File: config.mk
export PLATFORM = sky130hd
export DESIGN_NAME = mmu_map_ctl_flat
export DESIGN_NICKNAME = d
export VERILOG_FILES = /design/src/rtl/mmu_pkg.sv /design/src/rtl/mmu_map_ctl_if.sv /design/src/rtl/mmu_map_regs.sv /design/src/rtl/mmu_map_ctl.sv /design/src/flat_wrapper.sv
export SDC_FILE = /design/constraint.sdc
export NUM_CORES = 1
export LEC_CHECK = 0
export ABC_AREA = 1
export CAP_MARGIN = 20
export CORE_MARGIN = 10
export CORE_UTILIZATION = 50
export CTS_CLUSTER_DIAMETER = 150
export CTS_CLUSTER_SIZE = 25
export DETAILED_ROUTE_END_ITERATION = 10
export PLACE_DENSITY_LB_ADDON = 0.2
export SLEW_MARGIN = 20
export SYNTH_ARGS = -nofsm -noshare
export SYNTH_HDL_FRONTEND = slang
export SYNTH_SLANG_ARGS = --single-unit
File: constraint.sdc
create_clock -name CLKX4 -period 2.97 [get_ports CLKX4]
set_clock_uncertainty 0.05 [all_clocks]
set_input_delay 0.297 -clock CLKX4 [delete_from_list [all_inputs] [get_ports CLKX4]]
set_output_delay 0.297 -clock CLKX4 [all_outputs]
set_load 0.01 [all_outputs]
File: src/rtl/mmu_pkg.sv
// Shared definitions for the SBC09 MMU blocks: I/O page, register maps,
// CMD/status bit positions and the map engine state encoding.
package mmu_pkg;

   localparam logic [15:0] MMU_IO_PAGE = 16'hFE00;

   // Register window offsets inside the I/O page
   localparam logic [7:0]  MMU_INT_OFS = 8'h10;   // mmu_int task/control registers
   localparam logic [7:0]  MAP_REG_OFS = 8'h18;   // map engine window (8 bytes)

   // Map engine register selects (offset within the window)
   localparam logic [2:0]  MAP_SRC  = 3'd0;
   localparam logic [2:0]  MAP_DST  = 3'd1;
   localparam logic [2:0]  MAP_FILL = 3'd2;
   localparam logic [2:0]  MAP_CMD  = 3'd3;

   // CMD write bits
   localparam int CMD_START = 0;
   localparam int CMD_MODE  = 1;
   localparam int CMD_IEN   = 2;

   // CMD read (status) bits
   localparam int STS_BUSY  = 7;
   localparam int STS_DONE  = 6;

   typedef enum logic [2:0] {
      ST_IDLE,
      ST_HREQ,
      ST_RD,
      ST_LAT,
      ST_WR,
      ST_WREC,
      ST_REL
   } map_state_e;

endpackage

File: src/rtl/mmu_map_ctl_if.sv
// CPU-side bus of the map engine: E phase, address/data, bus status and the
// halt/interrupt lines back to the 6809.
interface mmu_map_ctl_if;
   logic        E;
   logic [15:0] ADDR;
   logic        RnW;
   logic        BA;
   logic        BS;
   logic [7:0]  DATA_in;
   logic [7:0]  DATA_out;
   logic        DATA_oe;
   logic        nHALT;
   logic        nIRQ;

   modport master (
      output E, ADDR, RnW, BA, BS, DATA_in,
      input  DATA_out, DATA_oe, nHALT, nIRQ
   );

   modport slave (
      input  E, ADDR, RnW, BA, BS, DATA_in,
      output DATA_out, DATA_oe, nHALT, nIRQ
   );
endinterface

File: src/rtl/mmu_map_regs.sv
// Map engine register window: E falling-edge commit, SRC/DST/FILL/CMD
// registers, read mux and the done/interrupt flag.
module mmu_map_regs
   import mmu_pkg::*;
#(
   parameter logic [15:0] IO_PAGE = MMU_IO_PAGE,
   parameter logic [7:0]  REG_OFS = MAP_REG_OFS
) (
   input  logic        clk,
   input  logic        rst_n,
   input  logic        e,
   input  logic [15:0] addr,
   input  logic        rnw,
   input  logic [7:0]  data_in,
   input  logic        busy,
   input  logic        set_done,
   output logic [7:0]  data_out,
   output logic        data_oe,
   output logic        n_irq,
   output logic        start,
   output logic [4:0]  src,
   output logic [4:0]  dst,
   output logic [7:0]  fill,
   output logic        mode
);

   logic        e_q;
   logic [4:0]  src_q, src_d;
   logic [4:0]  dst_q, dst_d;
   logic [7:0]  fill_q, fill_d;
   logic        mode_q, mode_d;
   logic        ien_q, ien_d;
   logic        done_q, done_d;

   logic [15:0] ofs;
   logic        hit, commit, wr, rd;
   logic [2:0]  sel;

   // Decode window hit and commit strobes, compute next register values
   always_comb begin
      ofs    = addr - (IO_PAGE + {8'h00, REG_OFS});
      hit    = (ofs[15:3] == 13'd0);
      sel    = ofs[2:0];
      commit = e_q & ~e;
      wr     = commit & hit & ~rnw & ~busy;
      rd     = commit & hit & rnw;
      src_d  = src_q;
      dst_d  = dst_q;
      fill_d = fill_q;
      mode_d = mode_q;
      ien_d  = ien_q;
      done_d = done_q;
      start  = 1'b0;
      if (wr) begin
         case (sel)
            MAP_SRC:  src_d  = data_in[4:0];
            MAP_DST:  dst_d  = data_in[4:0];
            MAP_FILL: fill_d = data_in;
            MAP_CMD: begin
               mode_d = data_in[CMD_MODE];
               ien_d  = data_in[CMD_IEN];
               start  = data_in[CMD_START];
            end
            default: ;
         endcase
      end
      if (rd && sel == MAP_CMD) done_d = 1'b0;
      if (set_done)             done_d = 1'b1;
   end

   // Register state; E is delayed one CLKX4 for falling-edge detection
   always_ff @(posedge clk or negedge rst_n) begin
      if (!rst_n) begin
         e_q    <= 1'b0;
         src_q  <= 5'd0;
         dst_q  <= 5'd0;
         fill_q <= 8'h00;
         mode_q <= 1'b0;
         ien_q  <= 1'b0;
         done_q <= 1'b0;
      end else begin
         e_q    <= e;
         src_q  <= src_d;
         dst_q  <= dst_d;
         fill_q <= fill_d;
         mode_q <= mode_d;
         ien_q  <= ien_d;
         done_q <= done_d;
      end
   end

   // Read mux; offsets above CMD read as zero
   always_comb begin
      data_out = 8'h00;
      case (sel)
         MAP_SRC:  data_out = {3'b000, src_q};
         MAP_DST:  data_out = {3'b000, dst_q};
         MAP_FILL: data_out = fill_q;
         MAP_CMD:  data_out = {busy, done_q, 3'b000, ien_q, mode_q, 1'b0};
         default:  data_out = 8'h00;
      endcase
   end

   assign data_oe = e & rnw & hit;
   assign n_irq   = ~(done_q & ien_q);
   assign src     = src_q;
   assign dst     = dst_q;
   assign fill    = fill_q;
   assign mode    = mode_q;

endmodule

File: src/rtl/mmu_map_ctl.sv
// MMU page-table copy/fill engine. Halts the CPU, takes the MMU RAM port
// from mmu_int, copies or fills one 8-entry task map, then hands it back.
module mmu_map_ctl
   import mmu_pkg::*;
#(
   parameter logic [15:0] IO_PAGE = MMU_IO_PAGE,
   parameter logic [7:0]  REG_OFS = MAP_REG_OFS
) (
   input  logic        CLKX4,
   input  logic        nRESET,
   mmu_map_ctl_if.slave bus,
   input  logic [7:0]  cpu_mmu_addr,
   input  logic        cpu_mmu_nrd,
   input  logic        cpu_mmu_nwr,
   input  logic [7:0]  cpu_mmu_dout,
   input  logic        cpu_mmu_doe,
   output logic [7:0]  MMU_ADDR,
   output logic        MMU_nRD,
   output logic        MMU_nWR,
   output logic [7:0]  MMU_DATA_out,
   output logic        MMU_DATA_oe,
   input  logic [7:0]  MMU_DATA_in,
   output logic        busy
);

   map_state_e  state_q;
   logic [2:0]  idx_q;
   logic        ack_q;
   logic [7:0]  tmp_q;
   logic        nhalt_q;
   logic        own_q;
   logic [7:0]  eaddr_q;
   logic        enrd_q;
   logic        enwr_q;
   logic        edoe_q;

   logic        start, mode, set_done;
   logic [4:0]  src, dst;
   logic [7:0]  fill;

   assign busy     = (state_q != ST_IDLE);
   assign set_done = (state_q == ST_REL) & ~bus.BA;

   mmu_map_regs #(
      .IO_PAGE (IO_PAGE),
      .REG_OFS (REG_OFS)
   ) u_regs (
      .clk      (CLKX4),
      .rst_n    (nRESET),
      .e        (bus.E),
      .addr     (bus.ADDR),
      .rnw      (bus.RnW),
      .data_in  (bus.DATA_in),
      .busy     (busy),
      .set_done (set_done),
      .data_out (bus.DATA_out),
      .data_oe  (bus.DATA_oe),
      .n_irq    (bus.nIRQ),
      .start    (start),
      .src      (src),
      .dst      (dst),
      .fill     (fill),
      .mode     (mode)
   );

   // Engine FSM; port drive values are registered alongside the next state
   always_ff @(posedge CLKX4 or negedge nRESET) begin
      if (!nRESET) begin
         state_q <= ST_IDLE;
         idx_q   <= 3'd0;
         ack_q   <= 1'b0;
         tmp_q   <= 8'h00;
         nhalt_q <= 1'b1;
         own_q   <= 1'b0;
         eaddr_q <= 8'h00;
         enrd_q  <= 1'b1;
         enwr_q  <= 1'b1;
         edoe_q  <= 1'b0;
      end else begin
         case (state_q)
            ST_IDLE: begin
               if (start) begin
                  idx_q   <= 3'd0;
                  ack_q   <= 1'b0;
                  nhalt_q <= 1'b0;
                  state_q <= ST_HREQ;
               end
            end
            // Wait for BA&BS on two consecutive edges before touching the port
            ST_HREQ: begin
               if (bus.BA && bus.BS) begin
                  if (ack_q) begin
                     own_q <= 1'b1;
                     if (mode) begin
                        state_q <= ST_WR;
                        eaddr_q <= {dst, idx_q};
                        enrd_q  <= 1'b1;
                        enwr_q  <= 1'b0;
                        edoe_q  <= 1'b1;
                     end else begin
                        state_q <= ST_RD;
                        eaddr_q <= {src, idx_q};
                        enrd_q  <= 1'b0;
                        enwr_q  <= 1'b1;
                        edoe_q  <= 1'b0;
                     end
                  end else begin
                     ack_q <= 1'b1;
                  end
               end else begin
                  ack_q <= 1'b0;
               end
            end
            ST_RD: state_q <= ST_LAT;
            ST_LAT: begin
               tmp_q   <= MMU_DATA_in;
               state_q <= ST_WR;
               eaddr_q <= {dst, idx_q};
               enrd_q  <= 1'b1;
               enwr_q  <= 1'b0;
               edoe_q  <= 1'b1;
            end
            ST_WR: begin
               enwr_q  <= 1'b1;
               state_q <= ST_WREC;
            end
            ST_WREC: begin
               if (idx_q == 3'd7) begin
                  state_q <= ST_REL;
                  own_q   <= 1'b0;
                  nhalt_q <= 1'b1;
                  edoe_q  <= 1'b0;
               end else begin
                  idx_q <= idx_q + 3'd1;
                  if (mode) begin
                     state_q <= ST_WR;
                     eaddr_q <= {dst, idx_q + 3'd1};
                     enwr_q  <= 1'b0;
                  end else begin
                     state_q <= ST_RD;
                     eaddr_q <= {src, idx_q + 3'd1};
                     enrd_q  <= 1'b0;
                     edoe_q  <= 1'b0;
                  end
               end
            end
            ST_REL: begin
               if (!bus.BA) state_q <= ST_IDLE;
            end
            default: state_q <= ST_IDLE;
         endcase
      end
   end

   assign bus.nHALT = nhalt_q;

   // Port mux: engine owns the MMU RAM only between RD and WREC
   assign MMU_ADDR     = own_q ? eaddr_q : cpu_mmu_addr;
   assign MMU_nRD      = own_q ? enrd_q  : cpu_mmu_nrd;
   assign MMU_nWR      = own_q ? enwr_q  : cpu_mmu_nwr;
   assign MMU_DATA_out = own_q ? (mode ? fill : tmp_q) : cpu_mmu_dout;
   assign MMU_DATA_oe  = own_q ? edoe_q  : cpu_mmu_doe;

endmodule
File: src/flat_wrapper.sv
// flat-port wrapper written by rule: the top's interface ports become plain ports
module mmu_map_ctl_flat import mmu_pkg::*;
#(
   parameter logic [15:0] IO_PAGE = MMU_IO_PAGE,
   parameter logic [7:0]  REG_OFS = MAP_REG_OFS
)
  (CLKX4, nRESET, cpu_mmu_addr, cpu_mmu_nrd, cpu_mmu_nwr, cpu_mmu_dout, cpu_mmu_doe, MMU_ADDR, MMU_nRD, MMU_nWR, MMU_DATA_out, MMU_DATA_oe, MMU_DATA_in, busy, bus_E, bus_ADDR, bus_RnW, bus_BA, bus_BS, bus_DATA_in, bus_DATA_out, bus_DATA_oe, bus_nHALT, bus_nIRQ);
  mmu_map_ctl_if bus_i ();
  input  logic CLKX4;
  input  logic nRESET;
  input  logic [7:0] cpu_mmu_addr;
  input  logic cpu_mmu_nrd;
  input  logic cpu_mmu_nwr;
  input  logic [7:0] cpu_mmu_dout;
  input  logic cpu_mmu_doe;
  output logic [7:0] MMU_ADDR;
  output logic MMU_nRD;
  output logic MMU_nWR;
  output logic [7:0] MMU_DATA_out;
  output logic MMU_DATA_oe;
  input  logic [7:0] MMU_DATA_in;
  output logic busy;
  input wire logic [$bits(bus_i.E)-1:0] bus_E;
  input wire logic [$bits(bus_i.ADDR)-1:0] bus_ADDR;
  input wire logic [$bits(bus_i.RnW)-1:0] bus_RnW;
  input wire logic [$bits(bus_i.BA)-1:0] bus_BA;
  input wire logic [$bits(bus_i.BS)-1:0] bus_BS;
  input wire logic [$bits(bus_i.DATA_in)-1:0] bus_DATA_in;
  output wire logic [$bits(bus_i.DATA_out)-1:0] bus_DATA_out;
  output wire logic [$bits(bus_i.DATA_oe)-1:0] bus_DATA_oe;
  output wire logic [$bits(bus_i.nHALT)-1:0] bus_nHALT;
  output wire logic [$bits(bus_i.nIRQ)-1:0] bus_nIRQ;
  assign bus_i.E = bus_E;
  assign bus_i.ADDR = bus_ADDR;
  assign bus_i.RnW = bus_RnW;
  assign bus_i.BA = bus_BA;
  assign bus_i.BS = bus_BS;
  assign bus_i.DATA_in = bus_DATA_in;
  assign bus_DATA_out = bus_i.DATA_out;
  assign bus_DATA_oe = bus_i.DATA_oe;
  assign bus_nHALT = bus_i.nHALT;
  assign bus_nIRQ = bus_i.nIRQ;
  mmu_map_ctl #(.IO_PAGE(IO_PAGE), .REG_OFS(REG_OFS)) u_core (.CLKX4(CLKX4), .nRESET(nRESET), .bus(bus_i), .cpu_mmu_addr(cpu_mmu_addr), .cpu_mmu_nrd(cpu_mmu_nrd), .cpu_mmu_nwr(cpu_mmu_nwr), .cpu_mmu_dout(cpu_mmu_dout), .cpu_mmu_doe(cpu_mmu_doe), .MMU_ADDR(MMU_ADDR), .MMU_nRD(MMU_nRD), .MMU_nWR(MMU_nWR), .MMU_DATA_out(MMU_DATA_out), .MMU_DATA_oe(MMU_DATA_oe), .MMU_DATA_in(MMU_DATA_in), .busy(busy));
endmodule
* After elaboration in Yosys (flattened, before gate mapping)
Cells that the tools add are included.
W data, S select, Z words.
** Storage, ports and cells
- Output and inout port bits :: 31
- Bits in registers :: 50
- Logic and storage cells :: 127
- Bits of input ports :: 57
** Cells by class
- Add/sub/neg operators :: 2
- Reductions and logical operators :: 25
- Bitwise logic cells :: 14
- Equal/unequal tests :: 19
- Multiplexer cells :: 50
** Operators with widths (count)
- $mux W8 :: 8
- $pmux W8 S4 :: 1
- $mux W1 :: 24
- $mux W3 :: 8
- $pmux W8 S3 :: 1
- $pmux W3 S7 :: 1
- $reduce_and A4 Y1 :: 4
- $sub A16 B16 Y16 const B :: 1
- $logic_not A13 Y1 :: 1
- $eq A3 B2 Y1 const B :: 4
- $eq A3 B3 Y1 const B :: 4
- $reduce_and A2 Y1 :: 5
- $reduce_and A5 Y1 :: 2
- $and A1 B1 Y1 :: 9
- $ne A2 B1 Y1 const B :: 4
- $ne A2 B2 Y1 const B :: 4
- $reduce_bool A2 Y1 :: 4
- $eq A3 B1 Y1 const B :: 2
- $logic_not A3 Y1 :: 2
- $pmux W1 S2 :: 3
- $pmux W1 S3 :: 2
- $pmux W3 S2 :: 1
- $reduce_and A3 Y1 :: 2
- $reduce_bool A3 Y1 :: 2
- other kinds (6) :: 11

* Logic depth before layout (Yosys ltp)
Gate-level depths: netlist of run 1.
- Depth in word-level cells :: 8
- Mapped depth :: 14
- Depth with buffers taken out :: 13

* Hierarchy
Synthesis of run 1 repeated with hierarchy kept, for this count alone.
** Second synthesis, totals
- Cell total of the unflattened synthesis :: 376
- Area total of the unflattened synthesis :: 2965.3 µm²
** By module, submodules not included
- mmu_map_ctl :: instances 1, area each 1742.9 µm², cells each 225, seq. area each 704.4 µm²
- mmu_map_regs :: instances 1, area each 1222.4 µm², cells each 151, seq. area each 550.5 µm²

* Worst setup path before layout of run 1
Ideal clock, no wire load.
- Path kind :: input port to flip-flop
- From :: in bus_ADDR[7]
- To :: reg u_core.u_regs.fill_q[0] (netlist: u_core.u_regs.fill[0])
- Slack :: 1213 ps
- Buffers on the path :: 2
- Cell stages on the path :: 12
- Setup time :: 119 ps
- Required time :: 2801 ps
- Data arrival time :: 1588 ps
- Cells stage by stage :: nor2_2 -> nand3_2 -> buf_6 -> nand2_1 -> nand2_2 -> a21oi_4 -> nand4_4 -> nor2_8 -> nand3_4 -> buf_6 -> nand2_2 -> o21ai_2
** On the way
- Cells in the longest elaborated chain, start to end :: 6
** Ends and longest elaborated chain
- from (decl) :: line flat_wrapper.sv:24 : input wire logic [$bits(bus_i.ADDR)-1:0] bus_ADDR;
- $sub A16 B16 Y16 :: line mmu_map_regs.sv:41 : ofs = addr - (IO_PAGE + {8'h00, REG_OFS});
- $logic_not A13 Y1 :: line mmu_map_regs.sv:42 : hit = (ofs[15:3] == 13'd0);
- $and A1 B1 Y1 (3 in series) :: line mmu_map_regs.sv:45 : wr = commit & hit & ~rnw & ~busy;
- $reduce_and A2 Y1 (no line)
- to (signal assigned) :: line mmu_map_regs.sv:85 : fill_q <= fill_d;
- to (decl) :: line mmu_map_regs.sv:30 : logic [7:0] fill_q, fill_d;
Every way passes these cells.
A chain may end at the register's enable or synchronous reset.

* Final worst setup path of run 1
- From :: in bus_ADDR[7]
- To :: out bus_DATA_oe
** On the way
- Cells in the longest elaborated chain, start to end :: 3
** Ends and longest elaborated chain
- $sub A16 B16 Y16 :: line mmu_map_regs.sv:41
- $logic_not A13 Y1 :: line mmu_map_regs.sv:42
- $and A1 B1 Y1 :: line mmu_map_regs.sv:104 : assign data_oe = e & rnw & hit;
- to (decl) :: line flat_wrapper.sv:30 : output wire logic [$bits(bus_i.DATA_oe)-1:0] bus_DATA_oe;
Every way passes these cells.

==> key figures, run 1 <==
Synth
  • Distinct cells, synth: 37
  • Synthesized cell area: 0.00303 mm^2
  • Flops & latches, synth: 50
  • Post-synth EDFFs: 0
  • Yosys Warn Count: 0
  • Ys async rst share: 1.00
  • Top FF cell, synth: dfrtp_1
  • Syn_area_per_cell: 7.38 um^2
  • Sequential area share after synthesis: 0.414
  • Cells after Synth: 411
  • Mapped Nets: 470

Detailed routing
  • Vias per cell: 5.14
  • WL/cell: 14.4 um
  • Initial DRC count: 128
  • Final WL: 8320 um
  • Routed Antenna Nets: 0
  • Via Count: 2969
  • DRT Pass-1 Iters: 4
  • # DRC: 0

Clocking
  • Root buffer cell: clkbuf_8
  • H-tree depth: 2
  • Clock transition at path regs: 0.09 ns
  • Clock Latency Late Sink: 0.30 ns
  • Total CTS buffers: 5
  • CTS resizes: 0
  • CTS sink count: 50
  • TritonCTS clock tree: done
  • CTS Buffer Depth: 2

Cells and area
  • Commonest non-fill, non-tap cell in the layout: nand2_1
  • Area of the multi-input gates: 0.00153 mm^2
  • Util after Layout: 0.697
  • Share of cells above drive strength 1: 0.113
  • Most frequent cells in the layout: nand2_1 (136), clkdlybuf4s50_1 (86), inv_1 (47), dfrtp_1 (47), o21ai_0 (35)
  • Fill cell count: 500
  • Area Overhead vs Synth: 36.0%
  • Storage element area: 0.00125 mm^2
  • Final Net Count: 561
  • Number of diodes: 0

Timing
  • RSZ-0062 raised after global routing: no
  • Final setup viols: 0
  • Crit path time final: 2.76 ns
  • Achievable Freq: 362 MHz
  • Worst slew margin: 0.479
  • Worst-Margin Slew: 0.781 ns
  • Final hold vios: 0
  • Fin. max-slew vios: 0
  • Setup TNS: 0 ns
  • Tcrit/Tclk final: 0.931

Setup path
  • Crit path capture type: primary output
  • R2r endpoint: u_core.eaddr_q[4]$_DFFE_PN0P_
  • Worst R2R Start: u_core.state_q[0]$_DFFE_PN0P_
  • CP Class: input port to primary output
  • WP data arrival: 2.42 ns
  • Maximum fanout along the worst path: 13
  • Worst Reg-to-Reg Cells: 11
  • R2R Setup Slk: 0.89 ns
  • Worst setup SP type: input port
  • CP required: 2.62 ns

Status
  • Run status: complete, no violations

Floorplanning
  • Initial core utilization: 0.512
  • Core Area: 0.00592 mm^2
  • I/O Pins: 88
  • Die ar.: 0.00958 mm^2
  • Die width: 97.9 um
  • Die Span Y: 97.9 um
  • Row Count: 28

Place
  • Placer Congestion: 0.904
  • Final HPWL DP: 6540 um
  • I/O Buffers: 87

Worst hold path
  • Hold_sp: u_core.bus.nHALT$_DFFE_PN1P_
  • Min-delay worst type: flop to flop
  • Hold endpoint: u_core.bus.nHALT$_DFFE_PN1P_
  • Hold Path Stages: 2

Flow run
  • Max_cap viols: 0

Pwr
  • Lkg Pwr: 0.00194 uW
  • Power per cell area: 680 mW/mm^2
  • Max VDD drop: 0.528 mV

GRT
  • Grt ovf: 0
  • Global-route wire length before repair: 14000 um
  • Initial antenna violation count: 0
  • GRT Total Usage: 0.171
  • Largest net degree at the start of global routing: 32
  • Vias in the first global route: 2959
[cells in the mapped netlist, types with 2 or more instances]
master / n / area share
a21oi_1: 3 / 0.0049
a22oi_1: 2 / 0.0049
a31oi_1: 4 / 0.0082
buf_6: 2 / 0.0074
clkbuf_1: 5 / 0.0062
clkinv_1: 2 / 0.0025
dfrtp_1: 47 / 0.39
dfstp_2: 3 / 0.026
ha_1: 2 / 0.0082
inv_1: 47 / 0.058
inv_2: 4 / 0.0049
nand2_1: 136 / 0.17
nand2_2: 8 / 0.016
nand3_1: 15 / 0.025
nand3_2: 6 / 0.020
nand4_1: 3 / 0.0062
nor2_1: 30 / 0.037
nor2_2: 5 / 0.010
nor2_4: 3 / 0.011
nor3_1: 3 / 0.0049
nor3_2: 2 / 0.0066
o211ai_1: 11 / 0.027
o21ai_0: 35 / 0.058
o21ai_1: 13 / 0.021
o21ai_2: 8 / 0.023
[state kept, by name (all words and copies together), names as in the netlist, 3 cells and up]
signal              count
u_core.u_regs.fill      8
u_core.eaddr_q          8
u_core.tmp_q            8
u_core.u_regs.src       5
u_core.idx_q            3
u_core.u_regs.dst       5
u_core.state_q          3
[worst max path at each step]
stage / from / depth (start not counted) / end / slack, ns
2_1_floorplan: bus_ADDR[7] / 12 / u_core.u_regs.fill[0]$_DFFE_PN0P_ / 1.21
3_3_place_gp: bus_ADDR[7] / 9 / bus_DATA_oe / 0.31
3_5_place_dp: bus_ADDR[7] / 9 / bus_DATA_oe / 0.19
4_1_cts: bus_ADDR[7] / 9 / bus_DATA_oe / 0.17
5_1_grt: bus_ADDR[11] / 10 / bus_DATA_oe / 0.03
6_report: bus_ADDR[7] / 9 / bus_DATA_oe / 0.21
[routing by layer]
metal	wire length (um)	vias up	part of all wire	track usage
met4	73	0	0.0088	0.0447
met3	379	7	0.046	0.0374
li1	-	1511	-	-
met1	3860	1385	0.46	0.216
met2	4000	66	0.48	0.287
met5	0	-	0	0
[cell type report]
| type | count | area share |
|---|---|---|
| clock buffer | 6 | 0.0200 |
| tap | 75 | 0.0227 |
| multi-input combinational | 300 | 0.371 |
| sequential | 50 | 0.304 |
| inverter | 53 | 0.0482 |
| clock inverter | 2 | 0.0145 |
| timing repair buffer | 92 | 0.219 |
[worst max-delay path, cell delays in order]
cell	delay [ns]
clkdlybuf4s50_1	0.41
nor2_2	0.14
nand3_2	0.25
nand2_1	0.16
nand2_2	0.07
a21oi_4	0.14
nand4_4	0.15
nor3_1	0.20
clkdlybuf4s50_1	0.58
[kinds of logic after synthesis]
group | share of synthesized area
fa+ha+maj | 0.00825
compound gates | 0.163
simple gates | 0.333
buf+inv | 0.0817
flops | 0.414
[report_power, final]
part | leakage, uW | internal [uW] | switching, uW
Sequential | 0.000630 | 842 | 102
Combinational | 0.00124 | 565 | 716
Clock | 0.0000714 | 359 | 224
[per-stage QoR]
step	std cells	instance area (um^2)	hold WS [ns]	worst slack, ns	total power [uW]
final	578	4130	0.418	0.206	2810
after global routing	578	4130	0.417	0.0332	3020
after CTS	578	4130	0.421	0.174	2820
after detailed placement	569	3980	0.226	0.193	2240
after global placement	569	3980	0.223	0.312	2210
after floorplan	411	3030	-0.0486	1.21	1660
[repair_timing]
item	CTS	global route
buffers inserted	0	0
setup endpoints to repair	0	0
hold buffers	1	0
hold endpoints to repair	19	0
No activity file was read; power rests on OpenSTA's default activity.
==> run 2: changes to the inputs <==
Settings changed: CORE_ASPECT_RATIO from default to 0.8, HOLD_SLACK_MARGIN from default to 0.03, SKIP_CTS_REPAIR_TIMING from default to 1.
==> run 2 against run 1 <==
Against the previous run:
- global-route usage up 0.29 points
- sequential share of layout area increased by 0.16 points
- routed wire length is 1.1% lower
- largest cell class unchanged
- largest power group unchanged
==> key figures, run 2 (synthesized netlist as in run 1, its figures left out) <==
Cells and area
  • Finished Cell Area: 0.00411 mm^2 (-0.52%)
  • Number of diodes: 0 (unchanged)
  • Most frequent cells in the layout: nand2_1 (136), clkdlybuf4s50_1 (86), inv_1 (47), dfrtp_1 (47), o21ai_0 (35)
  • Area of the multi-input gates: 0.00153 mm^2 (unchanged)
  • Fill cell count: 492 (-1.6%)
  • Storage element area: 0.00125 mm^2 (unchanged)
  • Share of cells above drive strength 1: 0.111 (-0.00199)
  • Commonest non-fill, non-tap cell in the layout: nand2_1
  • Final Net Count: 561 (unchanged)
  • Area Overhead vs Synth: 35.3%

Place
  • Pre-CTS WS: 0.233 ns (+0.0402 ns)
  • Final HPWL DP: 6460 um (-1.1%)
  • Post-DP Area: 0.00398 mm^2 (+0.19%)
  • Placer Congestion: 0.908 (+0.45%)
  • I/O Buffers: 87 (unchanged)

Detailed routing
  • Via Count: 2998 (+0.98%)
  • Vias per cell: 5.13 (about the same)
  • # DRC: 0 (unchanged)
  • Initial DRC count: 148 (+16%)
  • DRT Pass-1 Iters: 4 (unchanged)
  • Routed Antenna Nets: 0 (unchanged)
  • WL/cell: 14.1 um (-2.1%)
  • Final WL: 8230 um (-1.1%)

GRT
  • Global-route wire length before repair: 13700 um (-1.9%)
  • Grt ovf: 0 (unchanged)
  • Initial antenna violation count: 0 (unchanged)
  • Largest net degree at the start of global routing: 50 (+56%)
  • GRT Total Usage: 0.174 (+0.00287)
  • Vias in the first global route: 2828 (-4.4%)

Floorplanning
  • Initial core utilization: 0.513 (+0.000759)
  • Die Span Y: 89.7 um (-8.4%)
  • Row Count: 25 (-11%)
  • Die ar.: 0.00960 mm^2 (+0.20%)
  • Die width: 107 um (+9.4%)
  • I/O Pins: 88 (unchanged)
  • Core Area: 0.00591 mm^2 (-0.15%)

Setup path
  • Worst setup SP type: input port
  • WP data arrival: 2.38 ns (-0.04 ns)
  • Maximum fanout along the worst path: 13 (unchanged)
  • CP required: 2.62 ns (about the same)
  • Worst Reg-to-Reg Cells: 11 (unchanged)
  • CP Class: input port to primary output
  • Crit path capture type: primary output

Clocking
  • CTS sink count: 50 (unchanged)
  • H-tree depth: 2 (unchanged)
  • Root buffer cell: clkbuf_8
  • TritonCTS clock tree: done
  • Clock Latency Late Sink: 0.30 ns (about the same)
  • Total CTS buffers: 5 (unchanged)
  • CTS Buffer Depth: 2 (unchanged)
  • Clock transition at path regs: 0.08 ns (about the same)

Timing
  • Achievable Freq: 366 MHz (+1.2%)
  • RSZ-0062 raised after global routing: no
  • Final hold vios: 0 (unchanged)
  • Worst slew margin: 0.542 (+0.0635)
  • Fin. max-slew vios: 0 (unchanged)
  • Tcrit/Tclk final: 0.919 (-0.0112)
  • Crit path time final: 2.73 ns (-0.0332 ns)
  • Worst-Margin Slew: 0.686 ns (-0.0951 ns)
  • Final setup viols: 0 (unchanged)
  • Setup slack after layout: 0.240 ns (+0.0332 ns)
  • Setup TNS: 0 ns (unchanged)

Pwr
  • Max VDD drop: 0.558 mV (+5.6%)
  • Lkg Pwr: 0.00192 uW (-0.78%)
  • Power per cell area: 658 mW/mm^2 (-3.3%)

Flow run
  • Max_cap viols: 0 (unchanged)

Worst hold path
  • Min-delay worst type: input port to flop
  • Hold Path Stages: 1 (-1)

Status
  • Run status: complete, no violations
[run 2: path summary, 6_finish.rpt]
| kind | start | endpoint | slack [ns] |
|---|---|---|---|
| max in group asynchronous | nRESET | u_core.bus.nHALT$_DFFE_PN1P_ | 1.79 |
| worst min register to register | u_core.bus.nHALT$_DFFE_PN1P_ | u_core.bus.nHALT$_DFFE_PN1P_ | 0.41 |
| worst max-delay path | bus_ADDR[7] | bus_DATA_oe | 0.24 |
| min in group asynchronous | nRESET | u_core.eaddr_q[6]$_DFFE_PN0P_ | 0.49 |
| worst min-delay path | bus_E | u_core.u_regs.e_q$_DFF_PN0_ | 0.41 |
| worst max register to register | u_core.state_q[0]$_DFFE_PN0P_ | u_core.eaddr_q[4]$_DFFE_PN0P_ | 0.91 |
[run 2: cell type report]
cell class,instances,share of cell area
clock inverter,2,0.00945
clock buffer,6,0.0177
sequential,50,0.306
inverter,53,0.0484
multi-input combinational,300,0.373
tap,81,0.0247
timing repair buffer,92,0.221
[run 2: routing by layer]
metal / GRT usage / wire length (um) / vias up
li1: - / - / 1512
met4: 0.0221 / 26 / 0
met2: 0.275 / 3750 / 84
met5: 0 / 0 / -
met3: 0.0521 / 600 / 4
met1: 0.235 / 3850 / 1398
[run 2: stage by stage]
step                hold WS (ns)  total power [uW]  utilization  cells
floorplan                -0.0486              1660            -    411
global placement           0.403              2210        0.674    575
detailed placement         0.404              2230        0.674    575
CTS                        0.170              2720        0.692    583
global route               0.419              2920        0.695    584
finish                     0.405              2700        0.695    584
[run 2: critical path, stage by stage]
cell and delay, ns:
clkdlybuf4s50_1 0.41, nor2_2 0.14, nand3_2 0.25, nand3_2 0.18, nand2_2 0.08, nor2_4 0.12, nand4_4 0.14, nor3_1 0.17
clkdlybuf4s50_1 0.58
[run 2: power by group]
group          internal, uW  switching (uW)  leakage (uW)
Clock                   253             234     0.0000554
Sequential              842             101      0.000630
Combinational           565             706       0.00124
Total                  1660            1040       0.00192
==> run 3: changes to the inputs <==
Settings changed: SKIP_LAST_GASP from default to 1, TNS_END_PERCENT from default to 1.
==> results of run 3 <==
No change in the layout: final DEF, timing and power equal those of run 2.
